## src/rtl/bm_dag3_pkg.sv

```systemverilog
// Shared definitions for the DAG3 microbenchmark: FSM encoding and the
// default result width, MISR polynomial and seed used by both ends.
package bm_dag3_pkg;

    typedef enum logic [1:0] {
        ST_IDLE    = 2'd0,
        ST_WARM    = 2'd1,
        ST_COLLECT = 2'd2,
        ST_DONE    = 2'd3
    } state_t;

    localparam int          BITS_DEF = 2;
    localparam logic [15:0] POLY_DEF = 16'h1021;
    localparam logic [15:0] SEED_DEF = 16'hFFFF;

endpackage

```

## src/rtl/bm_misr_step.sv

```systemverilog
// One MISR step: shift left, fold the polynomial in when the MSB falls out,
// then XOR in the zero-extended data word. Purely combinational.
module bm_misr_step
    import bm_dag3_pkg::*;
#(
    parameter int               SIG_W = 16,
    parameter logic [SIG_W-1:0] POLY  = POLY_DEF,
    parameter int               D_W   = BITS_DEF + 1
) (
    input  logic [SIG_W-1:0] i_sig,
    input  logic [D_W-1:0]   i_data,
    output logic [SIG_W-1:0] o_next
);

    logic [SIG_W-1:0] w_data_ext;
    logic [SIG_W-1:0] w_feedback;

    assign w_data_ext = SIG_W'(i_data);
    assign w_feedback = i_sig[SIG_W-1] ? POLY : '0;
    assign o_next     = {i_sig[SIG_W-2:0], 1'b0} ^ w_feedback ^ w_data_ext;

endmodule

```

## src/rtl/bm_dag3_sig_collect.sv

```systemverilog
// Result-stream signature collector: discards WARMUP cycles after start, then
// folds len samples of {res1_in, res0_in} into a MISR and holds the result.
module bm_dag3_sig_collect
    import bm_dag3_pkg::*;
#(
    parameter int               BITS   = BITS_DEF,
    parameter int               SIG_W  = 16,
    parameter int               CNT_W  = 8,
    parameter int               WARMUP = 4,
    parameter logic [SIG_W-1:0] POLY   = POLY_DEF,
    parameter logic [SIG_W-1:0] SEED   = SEED_DEF
) (
    input  logic             clock,
    input  logic             reset_n,
    input  logic             start,
    input  logic [CNT_W-1:0] len,
    input  logic [BITS-1:0]  res0_in,
    input  logic             res1_in,
    output logic             busy,
    output logic             sig_valid,
    output logic [SIG_W-1:0] signature,
    output logic [CNT_W-1:0] sample_cnt
);

    localparam int              WARM_W    = (WARMUP > 1) ? $clog2(WARMUP) : 1;
    localparam logic [WARM_W-1:0] WARM_LAST = WARM_W'(WARMUP - 1);

    state_t             r_state;
    state_t             w_next_state;
    logic [CNT_W-1:0]   r_len;
    logic [CNT_W-1:0]   r_sample_cnt;
    logic [CNT_W-1:0]   w_cnt_inc;
    logic [SIG_W-1:0]   r_sig;
    logic [SIG_W-1:0]   w_sig_next;
    logic [WARM_W-1:0]  r_warm_cnt;
    logic               w_accept;
    logic               w_warm_done;
    logic               w_last_sample;

    assign w_cnt_inc     = r_sample_cnt + CNT_W'(1);
    assign w_warm_done   = (r_warm_cnt == WARM_LAST);
    assign w_last_sample = (w_cnt_inc == r_len);

    assign signature  = r_sig;
    assign sample_cnt = r_sample_cnt;

    bm_misr_step #(
        .SIG_W (SIG_W),
        .POLY  (POLY),
        .D_W   (BITS + 1)
    ) u_misr_step (
        .i_sig  (r_sig),
        .i_data ({res1_in, res0_in}),
        .o_next (w_sig_next)
    );

    // State register; reset lands in IDLE immediately.
    // NOTE: sequential state uses <= so every register sees pre-edge values.
    always_ff @(posedge clock or negedge reset_n) begin
        if (!reset_n) r_state <= ST_IDLE;
        else          r_state <= w_next_state;
    end

    // Next-state and status outputs; start only counts in IDLE or DONE.
    // NOTE: every output gets a default first so no path infers a latch.
    always_comb begin
        w_next_state = r_state;
        w_accept     = 1'b0;
        busy         = 1'b0;
        sig_valid    = 1'b0;
        case (r_state)
            ST_IDLE: begin
                if (start) begin
                    w_accept     = 1'b1;
                    w_next_state = ST_WARM;
                end
            end
            ST_WARM: begin
                busy = 1'b1;
                if (w_warm_done)
                    w_next_state = (r_len == '0) ? ST_DONE : ST_COLLECT;
            end
            ST_COLLECT: begin
                busy = 1'b1;
                if (w_last_sample) w_next_state = ST_DONE;
            end
            ST_DONE: begin
                sig_valid = 1'b1;
                if (start) begin
                    w_accept     = 1'b1;
                    w_next_state = ST_WARM;
                end
            end
            default: w_next_state = ST_IDLE;
        endcase
    end

    // Datapath: arm a run on accept, count warm-up, absorb samples in COLLECT.
    // NOTE: r_len is reset too, so nothing reads an unknown before first start.
    always_ff @(posedge clock or negedge reset_n) begin
        if (!reset_n) begin
            r_len        <= '0;
            r_sig        <= '0;
            r_sample_cnt <= '0;
            r_warm_cnt   <= '0;
        end else if (w_accept) begin
            r_len        <= len;
            r_sig        <= SEED;
            r_sample_cnt <= '0;
            r_warm_cnt   <= '0;
        end else if (r_state == ST_WARM) begin
            r_warm_cnt <= w_warm_done ? '0 : r_warm_cnt + WARM_W'(1);
        end else if (r_state == ST_COLLECT) begin
            r_sig        <= w_sig_next;
            r_sample_cnt <= w_cnt_inc;
        end
    end

endmodule
```

## config.mk

```make
export PLATFORM = sky130hd
export DESIGN_NAME = bm_dag3_sig_collect
export DESIGN_NICKNAME = d
export VERILOG_FILES = /design/src/rtl/bm_dag3_pkg.sv /design/src/rtl/bm_misr_step.sv /design/src/rtl/bm_dag3_sig_collect.sv
export SDC_FILE = /design/constraint.sdc
export NUM_CORES = 1
export LEC_CHECK = 0
export ABC_AREA = 1
export CELL_PAD_IN_SITES_DETAIL_PLACEMENT = 1
export CELL_PAD_IN_SITES_GLOBAL_PLACEMENT = 1
export CORE_MARGIN = 3
export CORE_UTILIZATION = 34
export DETAILED_ROUTE_END_ITERATION = 10
export PLACE_DENSITY = 0.79
export SLEW_MARGIN = 5
export SYNTH_ARGS = -nofsm -noshare
export SYNTH_HDL_FRONTEND = slang
export SYNTH_HIERARCHICAL = 1
export SYNTH_SLANG_ARGS = --single-unit
```

## constraint.sdc

```tcl
create_clock -name clock -period 1.6 [get_ports clock]
set_input_delay 0.4 -clock clock [delete_from_list [all_inputs] [get_ports clock]]
set_output_delay 0.4 -clock clock [all_outputs]
set_load 0.05 [all_outputs]
```

==> reports/qor.csv <==
stage,metric,value,unit
logic_synthesis,ys_warn_count,6,
timing,fin_crit_sh,1.09,
logic_synthesis,ys.flop_type,dfrtp_1,
timing,setup_tns,-297,ps
logic_synthesis,avgSynthCellArea,8.72,um^2
clocking,cts_sinks,36,
flow_run,cap_viol_max_count,0,
placement,portBuffers,39,
logic_synthesis,synth_cells,224,
timing,tightest_slew,313,ps
min_path,holdCritPathClass,input pin to async pin,
run_status,violations,negative setup slack,
die,start_util,0.366,
logic_synthesis,synth_cell_type_count,30,
pwr,ir_drop,0.00152,V
clocking,clk_latency,290,ps
clocking,cts_buffers,5,
run_status,status,"finished, violations left",
clocking,path_clk_slew,70,ps
final_layout,fin_area,2910,um^2
die,coreArea,5340,um^2
timing,hold_viol,0,
final_layout,area_delta_synth_final,48.7,%
logic_synthesis,syn_nets,244,
placement,dp_cells,332,
drt,via_per_inst,4.90,
clocking,cts_tree,built,
placement,pre_cts_slack,-121,ps
global_route,grt_max_degree,37,
logic_synthesis,yosys.area.top_type_share,0.461,
timing,rsz0062_at_grt,yes,
drt,wl_per_cell,15.1,um
setup_path,critical_path_class,flip-flop to flip-flop,
timing,max-slew-margin-rel,0.789,
die,rows,26,
placement,placed_area,2740,um^2
global_route,antenna_found_initial,0,
timing,clock_skew,3.76,ps
clocking,clock_path_buffers,2,
setup_path,worstReg2RegEnd,r_state[0]$_DFFE_PN0P_,
pwr,sequentialPowerShare,0.263,
global_route,grt_pass1_vias,1829,
setup_path,end_kind,flip-flop,
clocking,root_buffer,clkbuf_8,
pwr,pwr-share-clk,0.096,
setup_path,crit_required,1780,ps
setup_path,r2r_slack,-140,ps
die,die-area,6690,um^2
logic_synthesis,ys_ff_latch,36,
timing,fin_crit,1740,ps
setup_path,cp_data_arrival_time,1920,ps
logic_synthesis,synth.most_common_cell,nand2_1,
logic_synthesis,synth_edf_count,0,
timing,fmax,576,MHz
timing,final-max-slew-violation-count,0,
die,io_pins,40,
pwr,swShare,0.460,
pwr,pwr-share-comb,0.641,
setup_path,cp_max_fo,4,
logic_synthesis,syn_area,1950,um^2
drt,vias,1680,
final_layout,finalNonFillerCells,343,
global_route,grt_pass1_wl,8630,um
logic_synthesis,yosys-top-cells-count,"45 x nand2_1, 36 x dfrtp_1, 28 x inv_1, 20 x nand3_1, 16 x o22a_1",
logic_synthesis,yosys.area.top_type,dfrtp_1,
global_route,grt.overflow.total,0,
setup_path,start_kind,flip-flop,
logic_synthesis,seq_area_frac_synth,0.461,
logic_synthesis,synthTopCellsByArea,"dfrtp_1 46%, nand2_1 8.6%, o22a_1 7.2%, inv_1 5.4%, nand3_1 5.1%",
setup_path,r2r-start,sample_cnt[0]$_DFFE_PN0P_,
pwr,p_int,3.69,mW
final_layout,drive_gt1_frac,0.333,
final_layout,antenna_cells,0,
global_route,grt_usage,0.172,
die,die_x,81.8,um
drt,drtPass1Iterations,4,
logic_synthesis,async_flop_share,1.00,
drt,routed_wl,5190,um
pwr,power,6.82,mW
setup_path,r2r_cells,13,
clocking,htree_levels,2,
placement,hpwlAfterDp,3870,um
pwr,p_switching,3.13,mW
pwr,p_per_area,2350,nW/um^2
drt,drt_iter0_drc,69,
timing,finalSetupViolations,3,
pwr,leakagePower,1.33,nW
final_layout,final_nets,292,
drt,drc_errors,0,
timing,fin_ws,-137,ps
placement,routabilityCongestion,0.794,
die,die_h,81.8,um
drt,ant_nets,0,
[critical path, cell delays in order, from the launching register on]
cell and delay, ps:
dfrtp_4 510, ha_4 190, nand2_4 110, inv_4 60
nand2_2 80, nand2_1 60, nand3_1 90, nand2_1 70
nor2_2 110, nand3_2 100, nand2_2 90, nand2_2 50
nand2_1 60, nand2_1 50
[worst max-delay path by stage]
stage                     cells past startpoint                endpoint  slack [ps]                      start
after detailed placement                     11  r_state[0]$_DFFE_PN0P_        -120  sample_cnt[0]$_DFFE_PN0P_
after global placement                       11  r_state[1]$_DFFE_PN0P_         -60  sample_cnt[0]$_DFFE_PN0P_
after global routing                         13  r_state[0]$_DFFE_PN0P_        -240  sample_cnt[0]$_DFFE_PN0P_
after floorplan                              11  r_state[1]$_DFFE_PN0P_         -70  sample_cnt[0]$_DFFE_PN0P_
after CTS                                    13  r_state[0]$_DFFE_PN0P_         -80  sample_cnt[0]$_DFFE_PN0P_
final                                        13  r_state[0]$_DFFE_PN0P_        -140  sample_cnt[0]$_DFFE_PN0P_
[cell type report]
class / instances / area, um^2
Clock buffer: 8 / 90.1
Multi-Input combinational cell: 141 / 893
Tap cell: 70 / 87.6
Timing Repair Buffer: 57 / 806
Inverter: 31 / 119
Sequential cell: 36 / 911
Fill cell: 592 / 2430
[cell families after synthesis]
kind of cell	after synthesis	share of synthesized area
AND/OR/NAND/NOR	93	0.222
buffers and inverters	47	0.113
AO/OA/AOI/OAI	37	0.140
flip-flops	36	0.461
adder cells (fa/ha/maj)	6	0.0384
multiplexers	3	0.0166
XOR/XNOR	2	0.00896
[layout by cell type, fill, tap and decap left out, types with 3 or more instances in the layout]
cell type / count
inv_1: 26
a21oi_1: 6
nand3_2: 5
o22a_1: 16
clkdlybuf4s50_1: 13
nor2_1: 11
ha_1: 3
clkbuf_8: 6
o21ai_0: 5
nor2_2: 5
nand2_2: 9
buf_4: 15
buf_12: 27
dfrtp_1: 30
dfrtp_2: 5
inv_2: 4
o22ai_1: 3
nand2_1: 41
nand3_1: 17
[registers in the layout (all words and copies together) (netlist names)]
signal,flops
signature,16
r_len,8
sample_cnt,8
r_state,2
r_warm_cnt,2
[metal layers]
metal  part of all wire  track usage  up-vias
met5                  0            0        -
met4              0.025       0.0731        0
met3              0.035       0.0428        9
met2               0.52        0.297       31
met1               0.42        0.202      822
li1                   -            -      818
[timing repair]
item | CTS | global route
pin swaps | 9 | 0
endpoints found under the setup margin | 4 | 10
resized for setup | 15 | 0
hold buffers | 0 | 0
buffers inserted | 3 | 0
[power groups by stage]
stage               clock network, mW  logic [mW]  registers, mW
floorplan                           0        1.84           2.40
global placement                    0        4.10           1.77
detailed placement                  0        4.25           1.79
CTS                             0.670        4.39           1.79
global route                    0.717        4.69           1.85
finish                          0.657        4.37           1.79
[through the flow]
step                      hold slack, ps  utilization
after floorplan                      104            -
after global placement               488        0.514
after detailed placement             498        0.514
after CTS                            495        0.545
after global routing                 498        0.545
final                                489        0.545
Power figures use the tool's default switching activity.
